<file path="src/rtl/time_update_sched.sv">
// Sequencer for a BCD-style time register: walks the datapath through
// load/add/write/check steps per field, rippling carries from seconds upward.
module time_update_sched #(
  parameter int unsigned LAST_FIELD = 2
) (
  input  logic       clk,
  input  logic       rst_n,
  input  logic       tick,
  input  logic       set_req,
  input  logic [1:0] set_field,
  input  logic       carry_in,
  output logic [1:0] field_sel,
  output logic       ld_a,
  output logic       ld_b,
  output logic       alu_en,
  output logic       wr_en,
  output logic       busy,
  output logic       set_ack,
  output logic       day_tick,
  output logic       missed_tick
);

  localparam int unsigned FW = 2;

  typedef enum logic [2:0] {
    S_IDLE   = 3'd0,
    S_LOAD_A = 3'd1,
    S_LOAD_B = 3'd2,
    S_ADD    = 3'd3,
    S_WRITE  = 3'd4,
    S_CHECK  = 3'd5
  } state_e;

  typedef enum logic {
    SRC_TICK = 1'b0,
    SRC_SET  = 1'b1
  } src_e;

  state_e        state_q, state_d;
  src_e          src_q, src_d;
  logic [FW-1:0] field_q, field_d;
  logic          pend_q, pend_d;
  logic          missed_q, missed_d;
  logic          ack_q, ack_d;
  logic          day_q, day_d;
  logic          ld_a_q, ld_a_d;
  logic          ld_b_q, ld_b_d;
  logic          alu_q, alu_d;
  logic          wr_q, wr_d;
  logic          busy_q, busy_d;
  logic          fld_ok;

  always_ff @(posedge clk or negedge rst_n) begin
    if (!rst_n) begin
      state_q  <= S_IDLE;
      src_q    <= SRC_TICK;
      field_q  <= '0;
      pend_q   <= 1'b0;
      missed_q <= 1'b0;
      ack_q    <= 1'b0;
      day_q    <= 1'b0;
      ld_a_q   <= 1'b0;
      ld_b_q   <= 1'b0;
      alu_q    <= 1'b0;
      wr_q     <= 1'b0;
      busy_q   <= 1'b0;
    end else begin
      state_q  <= state_d;
      src_q    <= src_d;
      field_q  <= field_d;
      pend_q   <= pend_d;
      missed_q <= missed_d;
      ack_q    <= ack_d;
      day_q    <= day_d;
      ld_a_q   <= ld_a_d;
      ld_b_q   <= ld_b_d;
      alu_q    <= alu_d;
      wr_q     <= wr_d;
      busy_q   <= busy_d;
    end
  end

  always_comb begin
    state_d  = state_q;
    src_d    = src_q;
    field_d  = field_q;
    pend_d   = pend_q;
    missed_d = missed_q;
    ack_d    = 1'b0;
    day_d    = 1'b0;

    unique case (state_q)
      S_IDLE: begin
        if (tick || pend_q) begin
          // A fresh tick alongside a pending one keeps the pending slot full
          state_d = S_LOAD_A;
          src_d   = SRC_TICK;
          field_d = '0;
          pend_d  = tick && pend_q;
        end else if (set_req && !ack_q) begin
          state_d = S_LOAD_A;
          src_d   = SRC_SET;
          field_d = set_field;
        end
      end
      S_LOAD_A: state_d = S_LOAD_B;
      S_LOAD_B: state_d = S_ADD;
      S_ADD:    state_d = S_WRITE;
      S_WRITE:  state_d = S_CHECK;
      S_CHECK: begin
        state_d = S_IDLE;
        if (src_q == SRC_SET) begin
          ack_d = 1'b1;
        end else if (carry_in) begin
          if (32'(field_q) < LAST_FIELD) begin
            field_d = FW'(field_q + FW'(1));
            state_d = S_LOAD_A;
          end else begin
            day_d = 1'b1;
          end
        end
      end
      default: state_d = S_IDLE;
    endcase

    if (state_q != S_IDLE && tick) begin
      if (pend_q) missed_d = 1'b1;
      else        pend_d   = 1'b1;
    end

    // Fields beyond the chain are acknowledged without touching the datapath
    fld_ok = (32'(field_d) <= LAST_FIELD);
    ld_a_d = (state_d == S_LOAD_A) && fld_ok;
    ld_b_d = (state_d == S_LOAD_B) && fld_ok;
    alu_d  = (state_d == S_ADD)    && fld_ok;
    wr_d   = (state_d == S_WRITE)  && fld_ok;
    busy_d = (state_d != S_IDLE);
  end

  assign field_sel   = field_q;
  assign ld_a        = ld_a_q;
  assign ld_b        = ld_b_q;
  assign alu_en      = alu_q;
  assign wr_en       = wr_q;
  assign busy        = busy_q;
  assign set_ack     = ack_q;
  assign day_tick    = day_q;
  assign missed_tick = missed_q;

endmodule

</file>
<file path="config.mk">
export PLATFORM = sky130hd
export DESIGN_NAME = time_update_sched
export DESIGN_NICKNAME = d
export VERILOG_FILES = /design/src/rtl/time_update_sched.sv
export SDC_FILE = /design/constraint.sdc
export NUM_CORES = 1
export LEC_CHECK = 0
export ABC_AREA = 1
export CAP_MARGIN = 5
export CORE_ASPECT_RATIO = 1.1
export CORE_MARGIN = 2
export CORE_UTILIZATION = 45
export DETAILED_ROUTE_END_ITERATION = 10
export PLACE_DENSITY_LB_ADDON = 0.25
export SYNTH_ARGS = -nofsm -noshare
export SYNTH_HDL_FRONTEND = slang
export SYNTH_SLANG_ARGS = --single-unit
</file>
<file path="constraint.sdc">
create_clock -name clk -period 1.37 [get_ports clk]
set_input_delay 0.2055 -clock clk [delete_from_list [all_inputs] [get_ports clk]]
set_output_delay 0.2055 -clock clk [all_outputs]
set_load 0.02 [all_outputs]
</file>
Word-level counts from Yosys, hierarchy flattened
Cells that the tools add are included.
- memories: 0
- RAM bits: 0
- bits in latches: 0
- word-level logic and storage cells: 63
- input port bits: 7
- output and inout port bits: 10
- flip-flop bits (word level): 15
- bits in read-only memories: 0
- reductions and logical operators: 15
- $add $sub $neg: 1
- $mul: 0
- bitwise gates (word level): 0
- mux-type cells: 24
- $lt $le $gt $ge: 2
- divide/modulo/power cells: 0
- shift-type cells: 0
- equality and inequality tests: 9
- operators by type and width (operator ; number):
    one-hot mux 3 bit (6 select lines) ; 1
    two-way mux 1 bit ; 15
    == test 3 x 2 -> 1 bit, second input constant ; 4
    two-way mux 2 bit ; 5
    == test 3 bit, second input constant ; 3
    logical AND 1 bit ; 7
    == test 3 x 1 -> 1 bit, second input constant ; 2
    two-way mux 3 bit ; 2
    nonzero test 3 bit ; 2
    one-hot mux 2 bit (2 select lines) ; 1
    AND reduction 2 bit ; 2
    logical NOT 3 bit ; 1
    adder 2 x 1 -> 2 bit, second input constant ; 1
    <= comparator 2 bit, second input constant ; 1
    less-than comparator 2 bit, second input constant ; 1
    nonzero test 2 bit ; 1
    logical NOT 1 bit ; 1
    logical OR 1 bit ; 1

Depth between registers and ports, before layout
Gate-level depths: netlist of the first run.
- depth in word-level cells: 7
- mapped depth: 8
- gate-level depth less buffers: 8

Worst setup path before layout of the first run
Ideal clock, no wire load.
- kind: register to register
- start: register field_q[1] (netlist: field_sel[1])
- end: register alu_q (netlist: alu_en)
- setup time: 120 ps
- cell stages (with the launch flop): 7
- clock period less this slack: 1362 ps
- required time: 1250 ps
- arrival: 1242 ps
- path slack: 8 ps
- buffers on the path: 0
- path through: dfrtp_1 inv_1 ha_1 nand3_1 nand3_1 nand3_4 a21oi_2
- longest elaborated chain between the ends: 7
- elaborated cells between the ends (all ways): 15
- those cells by class: add/sub (1); order compare (2); eq/ne (1); mux (10); reduce/logical (1)
- ends and longest elaborated chain (item ; line ; source):
    from (decl) ; 41 ; logic [FW-1:0] field_q, field_d;
    from (signal assigned) ; 70 ; field_q <= field_d;
    less-than comparator 2 bit ; 115 ; if (32'(field_q) < LAST_FIELD) begin
    two-way mux 2 bit ; 115 ;
    two-way mux 2 bit ; 114 ; end else if (carry_in) begin
    two-way mux 2 bit ; 112 ; if (src_q == SRC_SET) begin
    one-hot mux 2 bit (2 select lines) ; 92 ; unique case (state_q)
    via field_d[0] ; 41 ;
    <= comparator 2 bit ; 132 ; fld_ok = (32'(field_d) <= LAST_FIELD);
    logical AND 1 bit ; 135 ; alu_d = (state_d == S_ADD) && fld_ok;
    via alu_d ; 48 ; logic alu_q, alu_d;
    to (signal assigned) ; 77 ; alu_q <= alu_d;
    to (decl) ; 48 ;
The timed path passes the listed nets, and every way through them passes these cells.
A chain may end at the register's enable or synchronous reset.

Final worst setup path of the first run
- start: register field_q[0] (netlist: field_sel[0])
- end: register ld_b_q (netlist: ld_b)
- longest elaborated chain between the ends: 7
- elaborated cells between the ends (all ways): 15
- those cells by class: add/sub (1); order compare (2); eq/ne (1); mux (10); reduce/logical (1)
- ends and longest elaborated chain (item ; line ; source):
    adder 2 x 1 -> 2 bit or less-than comparator 2 bit (tied branches) ; 116, 115 ;
    two-way mux 2 bit ; 115 ;
    two-way mux 2 bit ; 114 ;
    two-way mux 2 bit ; 112 ;
    one-hot mux 2 bit (2 select lines) * ; 92 ;
    via field_d[0] ; 41 ;
    <= comparator 2 bit * ; 132 ;
    logical AND 1 bit * ; 134 ; ld_b_d = (state_d == S_LOAD_B) && fld_ok;
    via ld_b_d ; 47 ; logic ld_b_q, ld_b_d;
    to (signal assigned) ; 76 ; ld_b_q <= ld_b_d;
    to (decl) ; 47 ;
The timed path passes the listed nets; every way through them passes the cells marked *.

==> results_dict.tcl, run 1 <==
set metrics [dict create \
    status "finished, final reports clean" \
    worstPathArrival_ps 1490 \
    n_fill_cell 161 \
    syn_avg_cell_area_um2 9.07 \
    slew_violations 0 \
    final_area_um2 1020 \
    ant_nets 0 \
    first_pass_iters 4 \
    setup_viol 0 \
    utilization_pct 63.0 \
    ys_ff_latch 15 \
    cp-start-kind "flop" \
    io_buffers 16 \
    ir_worst_vdd_mv 1.08 \
    ys_async_sr_fraction_pct 100 \
    coreArea_um2 1610 \
    power_mw 2.05 \
    die_h_um 48.2 \
    crit_family "flip-flops" \
    worstPathRequired_ps 1550 \
    dp_slack_ps -24.5 \
    netlist_top_cells_area "dfrtp_1 47%, nand2_1 10%, nand3_4 6.6%" \
    syn_nets 96 \
    initial_core_util_pct 49.5 \
    crit_fanout 5 \
    drive_above_1_share_pct 27.0 \
    route.detailed.drc 0 \
    insertion_delay_ps 290 \
    gp_congestion 0.835 \
    holdBufCountCts 0 \
    area_growth_pct 27.4 \
    rsz0062_at_grt "no" \
    cts_tree "built" \
    maxCapViolations 0 \
    ys_seq_area_share_pct 47.0 \
    tightest_slew_ps 240 \
    die_area_um2 2130 \
    p_leak_nw 0.524 \
    path_buf_inv 1 \
    slew_headroom_pct 84.0 \
    ctsLongestPathBuffers 2 \
    yosys.area.top_type_share_pct 47.0 \
    crit_path_frequent_cell "nand3_1" \
    grt_max_degree 16 \
    io_pins 17 \
    cts-root-buf "clkbuf_4" \
    diodes 0 \
    core.rowCount 15 \
    grt_pass1_vias 611 \
    finClkSkew_ps 2.70 \
    drt-wirelength-per-cell_um 11.4 \
    syn_area_um2 798 \
    fmax_ghz 0.766 \
    die_w_um 44.2 \
    cts.sinks 15 \
    post-synth-top-area-cell "dfrtp_1" \
    endpoint_kind "flop" \
    hold_path.class "input pin to asynchronous set/reset pin" \
    final_nets 120 \
    postPlaceCellArea_um2 1000 \
    max_stage_delay_ps 420 \
    fin_crit_sh_pct 95.2 \
    power_density_nw_per_um2 2020 \
    timing.final.crit_period_ps 1300 \
    clk_pin_slew_ps 90 \
    synthDistinctLibCells 20 \
    hpwl_mm 1.14 \
    grt_pass1_wl_mm 2.57 \
    synth_edf_count 0 \
    setup-tns-final_ps 0 \
    crit_chain "inv_1 -> ha_1 -> nand3_1 -> nand3_1 -> nand3_4 -> a21oi_2" \
    cts_setup_buffers 0 \
    grt_usage_pct 17.6 \
    vias 622 \
    yosys_warnings 0 \
    dr.first_iter.drc_count 10 \
    via_per_inst 4.86 \
    cts_buffers 3 \
    overflow 0 \
    routed_wl_mm 1.46 \
    setup_ws_ps 65.3 \
    crit_slowest_cell "dfrtp_1" \
    htreeDepth 1 \
    antenna_found_initial 0 \
    syn_inst 88 \
    critical_path_class "flop to flop" \
    hold_viol 0 \
    ys.flop_type "dfrtp_1" \
]
-- state kept, by name (all words and copies together), names as in the netlist --
| register | cells |
|---|---|
| set_ack | 1 |
| field_sel | 2 |
| ld_a | 1 |
| day_tick | 1 |
| alu_en | 1 |
| src_q | 1 |
| missed_tick | 1 |
| ld_b | 1 |
| busy | 1 |
| wr_en | 1 |
| state_q | 3 |
| pend_q | 1 |
-- per-stage QoR --
step           hold slack [ps]  instances
3_5_place_dp               468        124
3_3_place_gp               459        124
5_1_grt                    244        128
2_1_floorplan            -90.1         88
4_1_cts                    236        128
6_report                   229        128
-- worst reg2reg max path, delay by kind of cell (launching register included) --
family,cells,cell delay (ps)
flops,1,420
simple gates,3,350
fa+ha+maj,1,290
buf+inv,1,80
compound gates,1,60
-- timing repair --
| action | in CTS | in global routing |
|---|---|---|
| resized for setup | 10 | 1 |
| pin swaps | 0 | 0 |
| setup endpoints to repair | 10 | 2 |
-- logic make-up after synthesis --
| group | after synthesis | share of synthesized area (%) |
|---|---|---|
| DFF | 15 | 47.0 |
| adders and majority gates | 1 | 1.57 |
| and+or+nand+nor | 50 | 37.5 |
| buffers and inverters | 15 | 7.37 |
| AOI/OAI and AO/OA | 7 | 6.58 |
-- routing by layer --
| metal | track usage (%) | wire [µm] | vias to the layer above |
|---|---|---|---|
| met5 | 0 | 0 | - |
| met4 | 9.09 | 36 | 0 |
| met3 | 4.44 | 61 | 4 |
| met2 | 30.0 | 690 | 11 |
| met1 | 20.9 | 676 | 278 |
| li1 | - | - | 329 |
-- final cells by class --
| cell class | count | area (µm²) | area share [%] |
|---|---|---|---|
| Clock buffer | 3 | 22.5 | 2.21 |
| Clock inverter | 1 | 5.00 | 0.492 |
| Inverter | 15 | 58.8 | 5.78 |
| Multi-Input combinational cell | 58 | 364 | 35.8 |
| Sequential cell | 15 | 375 | 36.9 |
| Tap cell | 17 | 21.3 | 2.09 |
| Timing Repair Buffer | 19 | 170 | 16.7 |
-- cells in the mapped netlist, types with 2 or more instances --
master and number:
nand2_1 22, o21ai_1 2, nand3_1 9, nand2_2 2
inv_2 4, clkinv_1 2, nand3_2 4, nand2_4 2
nor2_1 4, inv_1 8, nand3_4 3, a21oi_2 4
dfrtp_1 15
-- cells in the final DEF (no fill, tap or decap), types with 4 or more instances in the layout --
cell type        instances
clkdlybuf4s50_1          6
dlygate4sd2_1           10
nand2_1                 22
dfrtp_1                 15
nand3_2                  4
inv_2                    5
nand3_1                  9
inv_1                    7
a21oi_2                  4
nor2_1                   4
-- worst paths after layout --
path                                          from                      end  slack [ps]  cells past startpoint
setup / recovery            field_sel[0]$_DFF_PN0_           ld_b$_DFF_PN0_          70                      6
setup reg to reg            field_sel[0]$_DFF_PN0_           ld_b$_DFF_PN0_          70                      6
hold / removal                               rst_n   field_sel[0]$_DFF_PN0_         230                      2
hold reg to reg            missed_tick$_DFFE_PN0P_  missed_tick$_DFFE_PN0P_         480                      1
max in group asynchronous                    rst_n     state_q[2]$_DFF_PN0_         970                      2
min in group clk           missed_tick$_DFFE_PN0P_  missed_tick$_DFFE_PN0P_         480                      1
-- power breakdown --
group          switching (mW)  internal [mW]  total [mW]  leakage (nW)
clock                   0.144          0.109       0.252        0.0177
combinational           0.692          0.388        1.08         0.319
sequential              0.129          0.592       0.721         0.187
Note: power is estimated with default switching activity, not from simulation.
==> run 2: changes to the inputs <==
- CORE_MARGIN: 2 -> not set
- GPL_ROUTABILITY_DRIVEN: not set -> 0
==> run 2 against run 1 <==
Non-clock buffer count rose by 1. Clock skew hardly changed. Clock power fell by 2%. Largest power group unchanged. Clock-buffer cell count unchanged. Critical endpoint is now alu_en$_DFF_PN0_. Register-to-register slack barely moved. Sequential share of layout area is 0.45 points lower. Via count is 0.48% higher.
==> results_dict.tcl, run 2 (synthesis gave the netlist of run 1 again) <==
set metrics [dict create \
    power_mw 2.06 \
    regMostFlops "state_q" \
    insertion_delay_ps 280 \
    layout_common_cells "22 x nand2_1, 15 x dfrtp_1, 10 x dlygate4sd2_1" \
    critical_path_class "flop to flop" \
    via_per_inst 4.84 \
    cts_tree "built" \
    routed_wl_mm 1.44 \
    timing.final.crit_period_ps 1290 \
    cts-root-buf "clkbuf_4" \
    grt_use_met1_pct 23.0 \
    maxCapViolations 0 \
    cts_buffers 3 \
    route.detailed.drc 0 \
    dp_slack_ps -14.0 \
    coreArea_um2 1610 \
    worstPathRequired_ps 1540 \
    crit_path_frequent_cell "nand3_1" \
    clk_pin_slew_ps 90 \
    antenna_found_initial 0 \
    ant_nets 0 \
    p_leak_nw 0.530 \
    hpwl_mm 1.09 \
    crit_chain "inv_1 -> ha_1 -> nand3_1 -> nand3_1 -> nand3_4 -> a21oi_2" \
    grt_util_met3_pct 5.10 \
    n_fill_cell 149 \
    hold_path.class "input pin to asynchronous set/reset pin" \
    holdBufCountCts 0 \
    drive_above_1_share_pct 27.7 \
    power_frac_comb_pct 52.7 \
    initial_core_util_pct 49.5 \
    vias 625 \
    status "finished, final reports clean" \
    core.rowCount 15 \
    hold_viol 0 \
    max_stage_delay_ps 420 \
    grt_usage_pct 17.6 \
    grt_max_degree 16 \
    diodes 0 \
    cp-start-kind "flop" \
    endpoint_kind "flop" \
    htreeDepth 1 \
    p_clk_share_pct 11.9 \
    p_sw_uw 965 \
    setup_viol 0 \
    drt-wirelength-per-cell_um 11.2 \
    p_seq_share_pct 35.4 \
    setup_ws_ps 76.2 \
    io_pins 17 \
    crit_fanout 5 \
    die_h_um 46.2 \
    tightest_slew_ps 275 \
    dr.first_iter.drc_count 11 \
    power_density_nw_per_um2 2000 \
    slew_violations 0 \
    fmax_ghz 0.773 \
    path_buf_inv 1 \
    largest_register_ff_count 3 \
    rsz0062_at_grt "no" \
    ctsLongestPathBuffers 2 \
    die_area_um2 1950 \
    grt_pass1_vias 586 \
    final_area_um2 1030 \
    slew_headroom_pct 81.7 \
    ir_worst_vdd_mv 1.22 \
    power.internal_mw 1.10 \
    area_growth_pct 29.0 \
    die_w_um 42.2 \
    worstPathArrival_ps 1470 \
    overflow 0 \
    final_nets 121 \
    grt_use_met2_pct 28.7 \
    first_pass_iters 4 \
    switching_share_pct 46.8 \
    grt_pass1_wl_mm 2.51 \
    postPlaceCellArea_um2 1000 \
    io_buffers 16 \
    cts.sinks 15 \
    top_usage_layer "met2" \
    crit_slowest_cell "dfrtp_1" \
    finClkSkew_ps 2.24 \
    fin_crit_sh_pct 94.4 \
    crit_family "flip-flops" \
    final_common_cell "nand2_1" \
]
[run 2: cell types whose count changed in the layout (fill, tap and decap cells not counted)]
cell | previous run | this run
buf_4 | 3 | 4
nor2_2 | 1 | 0
nor2_4 | 1 | 2
[run 2: what timing repair did]
action                                  in CTS  in global routing
endpoints found under the hold margin        0                  0
endpoints found under the setup margin      10                  4
setup buffers                                0                  1
gates resized for setup                     10                  2
pin swaps                                    0                  1
[run 2: final timing paths]
check	startpoint	end	slack, ps	depth (start not counted)
max reg2reg	field_sel[0]$_DFF_PN0_	alu_en$_DFF_PN0_	80	6
max	field_sel[0]$_DFF_PN0_	alu_en$_DFF_PN0_	80	6
min in group clk	missed_tick$_DFFE_PN0P_	missed_tick$_DFFE_PN0P_	470	1
max in group asynchronous	rst_n	state_q[1]$_DFF_PN0_	970	2
min	rst_n	set_ack$_DFF_PN0_	230	2
min reg2reg	missed_tick$_DFFE_PN0P_	missed_tick$_DFFE_PN0P_	470	1
[run 2: through the flow]
stage | hold slack, ps | setup TNS [ps] | util (%) | std cells
global route | 266 | 0 | 63.8 | 129
detailed placement | 465 | -51.5 | 62.1 | 124
global placement | 458 | -0.312 | 62.1 | 124
CTS | 235 | 0 | 63.0 | 128
floorplan | -90.1 | 0 | - | 88
finish | 232 | 0 | 63.8 | 129
[run 2: metal layers]
metal / vias to the layer above / routed length (µm)
met5: - / 0
li1: 327 / -
met1: 280 / 709
met2: 16 / 650
met3: 2 / 73
met4: 0 / 12
[run 2: cell type report]
type	instances	area (µm²)	share of cell area (%)
well taps	17	21.3	2.07
repair buffers	20	178	17.3
flip-flops and latches	15	375	36.5
clock buffers	3	22.5	2.19
inverters	15	58.8	5.71
multi-input cells	58	369	35.8
clock inverters	1	5.00	0.486
[run 2: worst reg2reg max path, cell delays in order, from the launching register on]
cell and delay [ps]:
dfrtp_1 420, inv_1 90, ha_1 300, nand3_1 80, nand3_1 130, nand3_4 130
a21oi_2 60
[run 2: power by group through the flow]
stage / Clock, mW / Combinational [mW] / Sequential (mW)
detailed placement: 0 / 1.13 / 0.731
global route: 0.280 / 1.23 / 0.746
finish: 0.246 / 1.09 / 0.729
CTS: 0.259 / 1.08 / 0.721
global placement: 0 / 1.11 / 0.727
floorplan: 0 / 0.715 / 0.809
